==> src/rtl/ex_muldiv_pkg.sv <==
// Shared encodings for the execute-stage multiply/divide unit.
package ex_muldiv_pkg;

  typedef enum logic [1:0] {
    EXE_MULDIV_MULT  = 2'b00,
    EXE_MULDIV_MULTU = 2'b01,
    EXE_MULDIV_DIV   = 2'b10,
    EXE_MULDIV_DIVU  = 2'b11
  } muldiv_op_e;

  typedef enum logic [2:0] {
    ST_IDLE = 3'd0,
    ST_MUL  = 3'd1,
    ST_DIV  = 3'd2,
    ST_FIX  = 3'd3,
    ST_DONE = 3'd4
  } muldiv_state_e;

  function automatic logic op_is_signed(input muldiv_op_e op);
    return ~op[0];
  endfunction

  function automatic logic op_is_div(input muldiv_op_e op);
    return op[1];
  endfunction

endpackage

==> src/rtl/ex_muldiv_div_iter.sv <==
// One restoring-division step: shifted partial remainder minus divisor if it fits.
module div_iter #(
  parameter int unsigned WIDTH = 32
) (
  input  logic [WIDTH:0]   part,
  input  logic [WIDTH-1:0] divisor,
  output logic [WIDTH-1:0] rem_next,
  output logic             q_bit
);

  logic [WIDTH:0] diff;

  always_comb begin
    diff     = part - {1'b0, divisor};
    q_bit    = (part >= {1'b0, divisor});
    rem_next = q_bit ? diff[WIDTH-1:0] : part[WIDTH-1:0];
  end

endmodule

==> src/rtl/ex_muldiv.sv <==
// Multi-cycle MULT/MULTU/DIV/DIVU unit producing a HI/LO pair; stalls execute while busy.
module ex_muldiv
  import ex_muldiv_pkg::*;
#(
  parameter int unsigned      WIDTH       = 32,
  parameter int unsigned      MUL_BITS    = 4,
  parameter logic [WIDTH-1:0] DIV_ZERO_LO = '1
) (
  input  logic             clk,
  input  logic             rst,
  input  logic             start_i,
  input  logic [1:0]       op_i,
  input  logic [WIDTH-1:0] opa_i,
  input  logic [WIDTH-1:0] opb_i,
  input  logic             cancel_i,
  output logic             stall_o,
  output logic             busy_o,
  output logic             done_o,
  output logic [WIDTH-1:0] hi_o,
  output logic [WIDTH-1:0] lo_o
);

  localparam int unsigned DW        = 2 * WIDTH;
  localparam int unsigned MUL_ITERS = WIDTH / MUL_BITS;
  localparam int unsigned CNT_W     = $clog2(WIDTH);

  muldiv_state_e state_q, state_d;

  logic [WIDTH-1:0] a_q, b_q;
  logic [DW-1:0]    acc_q;
  logic [CNT_W-1:0] cnt_q;
  logic             neg_res_q, neg_rem_q, is_div_q, div_zero_q;

  logic             launch, op_signed, mul_last, div_last;
  logic [WIDTH-1:0] abs_a, abs_b;
  logic [DW-1:0]    mul_part, mul_sum, prod_fix;
  logic [31:0]      mul_sh;
  logic [WIDTH-1:0] rem_nxt;
  logic             q_bit;
  logic [WIDTH-1:0] fix_hi, fix_lo, final_hi, final_lo;

  // Operand conditioning: signed ops work on magnitudes
  always_comb begin
    launch    = (state_q == ST_IDLE) && start_i && !cancel_i;
    op_signed = op_is_signed(muldiv_op_e'(op_i));
    abs_a     = (op_signed && opa_i[WIDTH-1]) ? -opa_i : opa_i;
    abs_b     = (op_signed && opb_i[WIDTH-1]) ? -opb_i : opb_i;
    mul_last  = (cnt_q == CNT_W'(MUL_ITERS - 1));
    div_last  = (cnt_q == CNT_W'(WIDTH - 1));
  end

  // Multiplier step: LSB-first chunk of the multiplicand, shifted into place
  always_comb begin
    mul_part = DW'(b_q) * DW'(a_q[MUL_BITS-1:0]);
    mul_sh   = 32'(cnt_q) * MUL_BITS;
    mul_sum  = acc_q + (mul_part << mul_sh);
  end

  div_iter #(.WIDTH(WIDTH)) u_div_iter (
    .part     ({acc_q[DW-1:WIDTH], acc_q[WIDTH-1]}),
    .divisor  (b_q),
    .rem_next (rem_nxt),
    .q_bit    (q_bit)
  );

  // Sign fix-up; the divide-by-zero LO pattern is never negated
  always_comb begin
    prod_fix = neg_res_q ? -acc_q : acc_q;
    fix_lo   = (neg_res_q && !div_zero_q) ? -acc_q[WIDTH-1:0] : acc_q[WIDTH-1:0];
    fix_hi   = neg_rem_q ? -acc_q[DW-1:WIDTH] : acc_q[DW-1:WIDTH];
    final_hi = is_div_q ? fix_hi : prod_fix[DW-1:WIDTH];
    final_lo = is_div_q ? fix_lo : prod_fix[WIDTH-1:0];
  end

  always_ff @(posedge clk or negedge rst) begin
    if (!rst) state_q <= ST_IDLE;
    else      state_q <= state_d;
  end

  always_comb begin
    state_d = state_q;
    case (state_q)
      ST_IDLE: if (launch) state_d = op_i[1] ? ST_DIV : ST_MUL;
      ST_MUL: begin
        if (cancel_i)      state_d = ST_IDLE;
        else if (mul_last) state_d = ST_FIX;
      end
      ST_DIV: begin
        if (cancel_i)                       state_d = ST_IDLE;
        else if (b_q == '0 || div_last)     state_d = ST_FIX;
      end
      ST_FIX:  state_d = cancel_i ? ST_IDLE : ST_DONE;
      ST_DONE: state_d = ST_IDLE;
      default: state_d = ST_IDLE;
    endcase
  end

  // Stall drops in DONE so the held instruction retires alongside done_o
  always_comb begin
    busy_o  = (state_q != ST_IDLE);
    stall_o = launch || (state_q == ST_MUL) || (state_q == ST_DIV) || (state_q == ST_FIX);
  end

  always_ff @(posedge clk or negedge rst) begin
    if (!rst) begin
      a_q        <= '0;
      b_q        <= '0;
      acc_q      <= '0;
      cnt_q      <= '0;
      neg_res_q  <= 1'b0;
      neg_rem_q  <= 1'b0;
      is_div_q   <= 1'b0;
      div_zero_q <= 1'b0;
    end else begin
      case (state_q)
        ST_IDLE: if (launch) begin
          a_q        <= abs_a;
          b_q        <= abs_b;
          cnt_q      <= '0;
          is_div_q   <= op_i[1];
          div_zero_q <= 1'b0;
          neg_res_q  <= op_signed & (opa_i[WIDTH-1] ^ opb_i[WIDTH-1]);
          neg_rem_q  <= op_signed & op_i[1] & opa_i[WIDTH-1];
          acc_q      <= op_i[1] ? {WIDTH'(0), abs_a} : '0;
        end
        ST_MUL: begin
          acc_q <= mul_sum;
          a_q   <= a_q >> MUL_BITS;
          cnt_q <= cnt_q + CNT_W'(1);
        end
        ST_DIV: begin
          if (b_q == '0) begin
            acc_q      <= {acc_q[WIDTH-1:0], DIV_ZERO_LO};
            div_zero_q <= 1'b1;
          end else begin
            acc_q <= {rem_nxt, acc_q[WIDTH-2:0], q_bit};
            cnt_q <= cnt_q + CNT_W'(1);
          end
        end
        default: ;
      endcase
    end
  end

  // Result registers load on entry to DONE and hold until the next one
  always_ff @(posedge clk or negedge rst) begin
    if (!rst) begin
      done_o <= 1'b0;
      hi_o   <= '0;
      lo_o   <= '0;
    end else begin
      done_o <= (state_q == ST_FIX) && !cancel_i;
      if ((state_q == ST_FIX) && !cancel_i) begin
        hi_o <= final_hi;
        lo_o <= final_lo;
      end
    end
  end

endmodule
==> config.mk <==
export PLATFORM = sky130hd
export DESIGN_NAME = ex_muldiv
export DESIGN_NICKNAME = d
export VERILOG_FILES = /design/src/rtl/ex_muldiv_pkg.sv /design/src/rtl/ex_muldiv_div_iter.sv /design/src/rtl/ex_muldiv.sv
export SDC_FILE = /design/constraint.sdc
export NUM_CORES = 1
export LEC_CHECK = 0
export CAP_MARGIN = 20
export CELL_PAD_IN_SITES_DETAIL_PLACEMENT = 2
export CELL_PAD_IN_SITES_GLOBAL_PLACEMENT = 2
export CORE_ASPECT_RATIO = 1.75
export CORE_MARGIN = 5
export CORE_UTILIZATION = 40
export CTS_CLUSTER_DIAMETER = 30
export DETAILED_ROUTE_END_ITERATION = 10
export GPL_TIMING_DRIVEN = 0
export PLACE_DENSITY = 0.95
export SYNTH_ARGS = -nofsm -noshare
export SYNTH_HDL_FRONTEND = slang
export SYNTH_SLANG_ARGS = --single-unit
==> constraint.sdc <==
create_clock -name clk -period 14.8 [get_ports clk]
set_input_delay 2.96 -clock clk [delete_from_list [all_inputs] [get_ports clk]]
set_output_delay 2.96 -clock clk [all_outputs]
set_load 0.01 [all_outputs]
==> flow_summary.yaml, run 1 <==
cts:
  htreeDepth: 2
  root_buffer: "clkbuf_16"
  clock_path_buffers: 3
  cts_resized: 0
  cts_buffers: 46
  post-cts-setup-buffers: 0
  ctsHoldBuffers: 0
  numClockSinks: 205
placed_design:
  place.gp.congestion: 1.03
  hpwlAfterDp_um: 115000
  port_buffers: 136
yosys:
  syn-cell-area_um2: 23200
  avgSynthCellArea_um2: 7.58
  yosys.area_share.simple_pct: 20.5
  synth_cell_type_count: 95
  synth-xor-area-share_pct: 8.78
  ys_async_sr_fraction_pct: 100
  synth-seq-area-share_pct: 22.1
  synthMuxAreaShare_pct: 2.29
  synthAdderAreaFrac_pct: 12.9
  synth_edf_count: 0
  synth_compound_area_share_pct: 27.1
  synthFlopType: "dfrtp_1"
  ys_ff_latch: 205
  synthCells: 3064
  yosys_warnings: 0
  synth_top_family_by_area: "compound AO/OA/AOI/OAI gates"
  syn-num-nets: 3337
run_status:
  stop_stage: "global routing"
  firstError: "[ERROR GRT-0116] Global routing finished with congestion. Check the congestion regions in the DRC Viewer."
  status: "did not finish"
global_route:
  overflow: 65
  grt_start_max_net_pins: 77
  grt_use_total_pct: 55.6
  grt_pass1_wl_um: 257000
  grt_pass1_vias: 35000
die:
  fp.dieW_um: 192
  fp-row-count: 117
  fp.dieH_um: 329
  start_util_pct: 40.1
  top_level_ports: 137
-- Yosys cell counts, drive strengths merged, types with 28 or more instances --
| cell | number | share of area [%] |
|---|---|---|
| a21oi | 262 | 5.7 |
| nor4 | 28 | 0.85 |
| a21o | 64 | 2.1 |
| nor3 | 57 | 1.3 |
| clkbuf | 169 | 2.7 |
| nand2 | 357 | 5.8 |
| o21a | 30 | 0.97 |
| fa | 62 | 5.3 |
| mux2i | 35 | 1.5 |
| nand3 | 60 | 1.3 |
| a22oi | 39 | 1.3 |
| o21ai | 320 | 6.9 |
| ha | 141 | 7.6 |
| xor2 | 90 | 3.4 |
| nor2 | 203 | 3.3 |
| or3 | 28 | 0.75 |
| xnor2 | 140 | 5.3 |
| inv | 205 | 3.3 |
| dfrtp | 205 | 22 |
| nand4 | 38 | 1.0 |
| o31ai | 32 | 1.1 |
| and2 | 101 | 2.7 |
-- per-stage QoR --
step,utilization [%],setup slack (ns),cell area [um2],instances,hold slack (ns)
after floorplan,-,7.78,23200,3064,0.462
after global placement,44.2,2.04,25500,3973,0.462
after detailed placement,44.4,5.03,25700,3979,0.481
after CTS,47.2,4.96,27300,4065,0.498
-- metal layers --
layer  GRT usage [%]  overflow
met5            4.33         0
met4            58.5        35
met3            28.2         0
met2            83.2        30
met1            51.8         0
-- cell families after synthesis --
logic type	after synthesis
adders and majority gates	203
muxes	50
xor gates and xnor gates	231
buffers and inverters	388
DFF	205
and+or+nand+nor	991
AOI/OAI and AO/OA	996
==> run 2, diff against run 1 <==
==> config.mk (replaced) <==
export PLATFORM = sky130hd
export DESIGN_NAME = ex_muldiv
export DESIGN_NICKNAME = d
export VERILOG_FILES = /design/src/rtl/ex_muldiv_pkg.sv /design/src/rtl/ex_muldiv_div_iter.sv /design/src/rtl/ex_muldiv.sv
export SDC_FILE = /design/constraint.sdc
export NUM_CORES = 1
export LEC_CHECK = 0
export CAP_MARGIN = 20
export CORE_MARGIN = 5
export CORE_UTILIZATION = 40
export DETAILED_ROUTE_END_ITERATION = 10
export GPL_TIMING_DRIVEN = 0
export PLACE_DENSITY_LB_ADDON = 0.15
export SYNTH_ARGS = -nofsm -noshare
export SYNTH_HDL_FRONTEND = slang
export SYNTH_SLANG_ARGS = --single-unit
==> run 2 against run 1 <==
Effect of this change: the run now ends clean; area after synthesis did not move; synthesized cell count did not move.
==> flow_summary.yaml, run 2 <==
timing:
  drv_slew: 0
  clock_skew_ns: 0.0354
  holdWs_ns: 0.477
  setup_tns_ns: 0
  finalWorstSetupSlack_ns: 5.42
  worstMarginPinSlew_ns: 1.07
  rsz0062_at_grt: "false"
  final_hold_viol_count: 0
  fin_crit_sh_pct: 63.3
  slew-limit-headroom_pct: 29.0
  finalSetupViolations: 0
  fmax_ghz: 0.107
  finalCriticalPeriod_ns: 9.38
worst_setup_path:
  worstSetupPathType: "flip-flop to flip-flop"
  slowest_delay_ns: 0.65
  end_kind: "flip-flop"
  worst-path-max-fanout: 10
  critPathLaunchType: "flip-flop"
  crit_path_frequent_cell: "fa_1"
  crit_arrival_ns: 9.80
  critPathRequiredTime_ns: 15.22
  r2r_setup_slack_ns: 5.42
  rr_worst_depth: 30
  crit_slowest_cell: "dfrtp_1"
cts:
  cts_buffers: 26
  cts_resized: 0
  post-cts-setup-buffers: 0
  path_clk_slew_ns: 0.06
  numClockSinks: 205
  clock_path_buffers: 3
  ctsHoldBuffers: 0
  root_buffer: "clkbuf_16"
  tritoncts: "done"
  htreeDepth: 1
  insertion_delay_ns: 0.57
die:
  fp.dieW_um: 251
  fp-row-count: 88
  fp.dieH_um: 251
  start_util_pct: 40.3
  top_level_ports: 137
  core_area_um2: 57600
  dieArea_um2: 63000
drt:
  drc_errors: 0
  drt-pass1-iter-count: 9
  wl_per_cell_um: 26.1
  viasPerCell: 6.13
  wirelength_um: 105000
  num_vias: 24600
  drtAntennaViolNets: 0
  drt-initial-drc-count: 2261
yosys:
  synth_cell_type_count: 95
  ys_ff_latch: 205
  syn-num-nets: 3337
  synthCells: 3064
  synthFlopType: "dfrtp_1"
  synth-seq-area-share_pct: 22.1
  ys_top_cells_by_area: "dfrtp_1, ha_1, nand2_1"
  avgSynthCellArea_um2: 7.58
  synth_edf_count: 0
  yosys_warnings: 0
  syn-cell-area_um2: 23200
  synth_commonest_cells: "nand2_1, a21oi_1, o21ai_0"
  yosysMostFrequentCell: "nand2_1"
  synth.largest_area_cell: "dfrtp_1"
  netlist.area_leader.share_pct: 22.1
  ys_async_sr_fraction_pct: 100
cells_and_area:
  diodes: 0
  regMostFlops: "acc_q"
  area_delta_synth_final_pct: 13.9
  final_net_count: 3505
  layout_commonest_cell: "nand2_1"
  final_cell_mix: "nand2_1, a21oi_1, o21ai_0"
  largest_register_ffs: 64
  fillers: 5953
  drive_gt1_share_pct: 3.20
global_route:
  antenna_found_initial: 1
  grt_pass1_vias: 24400
  grt_use_total_pct: 31.9
  grt_start_max_net_pins: 110
  grt_pass1_wl_um: 155000
  overflow: 0
placed_design:
  preCtsSetupSlack_ns: 5.59
  hpwlAfterDp_um: 86100
  place.gp.congestion: 1.06
  port_buffers: 136
run_status:
  status: "completed"
flow_run:
  cap_violations: 0
min_path:
  hold_class: "flip-flop to flip-flop"
  holdPathStages: 2
## run 2: routing by layer
layer  global-route usage [%]  part of all wire, %
met1                     43.2                   42
met4                     13.6                  5.2
met3                     5.52                  8.1
met2                     50.4                   44
met5                        0                0.024
## run 2: logic make-up (layout without fill, tap and decap cells)
family	count (synthesis)	count (layout)	share of synthesized area, %
xor+xnor	231	231	8.78
simple gates	991	991	20.5
fa+ha+maj	203	203	12.9
buf+inv	388	574	6.29
mux	50	50	2.29
compound gates	996	996	27.1
flops	205	205	22.1
## run 2: cell type report
class / count / area, um2 / area share [%]
timing repair buffer: 140 / 1440 / 5.44
sequential: 205 / 5130 / 19.4
clock inverter: 12 / 113 / 0.426
tap: 765 / 957 / 3.62
clock buffer: 34 / 721 / 2.72
multi-input combinational: 2471 / 16600 / 62.9
buffer: 183 / 691 / 2.61
inverter: 205 / 769 / 2.91
## run 2: path summary, 6_finish.rpt
| path | endpoint | from |
|---|---|---|
| max | acc_q[60]$_DFFE_PN0P_ | a_q[3]$_DFFE_PN0P_ |
| min | hi_o[24]$_DFFE_PN0P_ | hi_o[24]$_DFFE_PN0P_ |
| max reg2reg | acc_q[60]$_DFFE_PN0P_ | a_q[3]$_DFFE_PN0P_ |
| min reg2reg | hi_o[24]$_DFFE_PN0P_ | hi_o[24]$_DFFE_PN0P_ |
| max in group asynchronous | hi_o[2]$_DFFE_PN0P_ | rst |
| min in group asynchronous | acc_q[53]$_DFFE_PN0P_ | rst |
## run 2: worst max-delay path, delay by kind of cell, from the launching register on
kind	cells	cell delay (ns)
AO/OA/AOI/OAI	12	3.01
AND/OR/NAND/NOR	9	2.00
adder cells (fa/ha/maj)	4	1.96
buffers and inverters	3	0.74
flip-flops	1	0.65
XOR/XNOR	1	0.50
multiplexers	1	0.34
## run 2: stage by stage
stage / instance area (um2) / cells / utilization [%]
5_1_grt: 26500 / 4015 / 45.9
3_5_place_dp: 25600 / 3969 / 44.5
6_report: 26500 / 4015 / 45.9
2_1_floorplan: 23200 / 3064 / -
4_1_cts: 26500 / 4015 / 45.9
3_3_place_gp: 25500 / 3965 / 44.3
Power of run 2 is not shown: default switching activity piles up to over one toggle a cycle in this logic, so the estimate is an artifact.
==> run 3, diff against run 2 <==
==> constraint.sdc (replaced) <==
create_clock -name clk -period 8.8 [get_ports clk]
set_input_delay 1.76 -clock clk [delete_from_list [all_inputs] [get_ports clk]]
set_output_delay 1.76 -clock clk [all_outputs]
set_load 0.01 [all_outputs]
==> run 3 against run 2 <==
Effect of this change: sequential share of layout area is 0.056 points lower; via count is 0.36% higher; core utilization is 0.17 points higher; setup slack worse by 5.2 ns; critical path depth is 1 lower; critical endpoint is now acc_q[61]$_DFFE_PN0P_; highest routed layer unchanged.
==> flow_summary.yaml, run 3 (synthesis gave the netlist of run 2 again) <==
cts:
  path_clk_slew_ns: 0.06
  cts_buffers: 26
  root_buffer: "clkbuf_16"
  clock_path_buffers: 3
  tritoncts: "done"
  htreeDepth: 1
  numClockSinks: 205
  insertion_delay_ns: 0.57
drt:
  wl_per_cell_um: 26.1
  wirelength_um: 105000
  num_vias: 24700
  drc_errors: 0
  drtAntennaViolNets: 0
  drt-pass1-iter-count: 10
  viasPerCell: 6.15
  drt-initial-drc-count: 2478
die:
  top_level_ports: 137
  start_util_pct: 40.3
  core_area_um2: 57600
  fp.dieW_um: 251
  dieArea_um2: 63000
  fp-row-count: 88
  fp.dieH_um: 251
placed_design:
  port_buffers: 136
  hpwlAfterDp_um: 86100
  preCtsSetupSlack_ns: -0.411
  place.gp.congestion: 1.06
timing:
  finalCriticalPeriod_ns: 8.53
  fin_crit_sh_pct: 96.9
  drv_slew: 0
  finalWorstSetupSlack_ns: 0.270
  clock_skew_ns: 0.0339
  slew-limit-headroom_pct: 28.4
  final_hold_viol_count: 0
  holdWs_ns: 0.476
  worstMarginPinSlew_ns: 1.07
  fmax_ghz: 0.117
  finalSetupViolations: 0
global_route:
  antenna_found_initial: 1
  overflow: 0
  grt_pass1_vias: 24300
  grt_pass1_wl_um: 155000
  grt_start_max_net_pins: 110
  grt_use_total_pct: 31.9
worst_setup_path:
  crit_slowest_cell: "o41ai_4"
  end_kind: "flip-flop"
  critPathRequiredTime_ns: 9.26
  path_delay_family: "compound AO/OA/AOI/OAI gates"
  slowest_delay_ns: 0.55
  worstSetupPathType: "flip-flop to flip-flop"
  worst-path-max-fanout: 10
  path_buf_inv: 4
  critPathLaunchType: "flip-flop"
  crit_arrival_ns: 8.99
cells_and_area:
  regMostFlops: "acc_q"
  area_delta_synth_final_pct: 14.4
  largest_register_ffs: 64
  layout_commonest_cell: "nand2_1"
  final_net_count: 3505
  diodes: 0
  fillers: 5955
  drive_gt1_share_pct: 3.69
  final_cell_mix: "nand2_1, a21oi_1, o21ai_0"
min_path:
  hold_class: "flip-flop to flip-flop"
run_status:
  status: "completed"
flow_run:
  cap_violations: 0
[run 3: per-stage QoR]
step	TNS [ns]	util, %	cells	cell area (um2)
6_report	0	46.1	4015	26500
5_1_grt	-0.0148	46.1	4015	26500
4_1_cts	0	45.9	4015	26500
3_5_place_dp	-1.56	44.5	3969	25600
3_3_place_gp	-667.55	44.3	3965	25500
2_1_floorplan	0	-	3064	23200
[run 3: cell type report]
| class | instances | area (um2) | share of cell area, % |
|---|---|---|---|
| Timing Repair Buffer | 140 | 1440 | 5.42 |
| Tap cell | 765 | 957 | 3.61 |
| Sequential cell | 205 | 5130 | 19.3 |
| Clock inverter | 12 | 113 | 0.424 |
| Buffer | 183 | 696 | 2.62 |
| Clock buffer | 34 | 721 | 2.71 |
| Multi-Input combinational cell | 2471 | 16700 | 63.0 |
| Inverter | 205 | 769 | 2.90 |
[run 3: path summary, 6_finish.rpt]
kind	from	end	slack (ns)	depth (start not counted)
max	a_q[3]$_DFFE_PN0P_	acc_q[61]$_DFFE_PN0P_	0.27	29
min	hi_o[28]$_DFFE_PN0P_	hi_o[28]$_DFFE_PN0P_	0.48	2
max reg2reg	a_q[3]$_DFFE_PN0P_	acc_q[61]$_DFFE_PN0P_	0.27	29
min reg2reg	hi_o[28]$_DFFE_PN0P_	hi_o[28]$_DFFE_PN0P_	0.48	2
max in group asynchronous	rst	hi_o[2]$_DFFE_PN0P_	6.71	3
min in group asynchronous	rst	acc_q[53]$_DFFE_PN0P_	1.13	2
[run 3: what timing repair did]
item / in CTS / in global routing
gates resized for setup: 4 / 18
setup endpoints to repair: 11 / 18
setup buffers: 0 / 0
hold buffers: 0 / 0
[run 3: worst reg2reg max path, delay by kind of cell (launching register included)]
family	cells	cell delay, ns
xor+xnor	1	0.31
mux	1	0.17
compound gates	11	3.43
simple gates	8	1.62
buf+inv	4	0.70
fa+ha+maj	4	1.69
flops	1	0.52
[run 3: metal layers]
metal / global-route usage [%] / wire (um) / share of wire, %
met5: 0 / 6 / 0.0057
met4: 13.4 / 5610 / 5.4
met3: 5.47 / 8360 / 8.0
met2: 50.5 / 46400 / 44
met1: 43.2 / 44400 / 42
Power of run 3 is left out for the same reason.
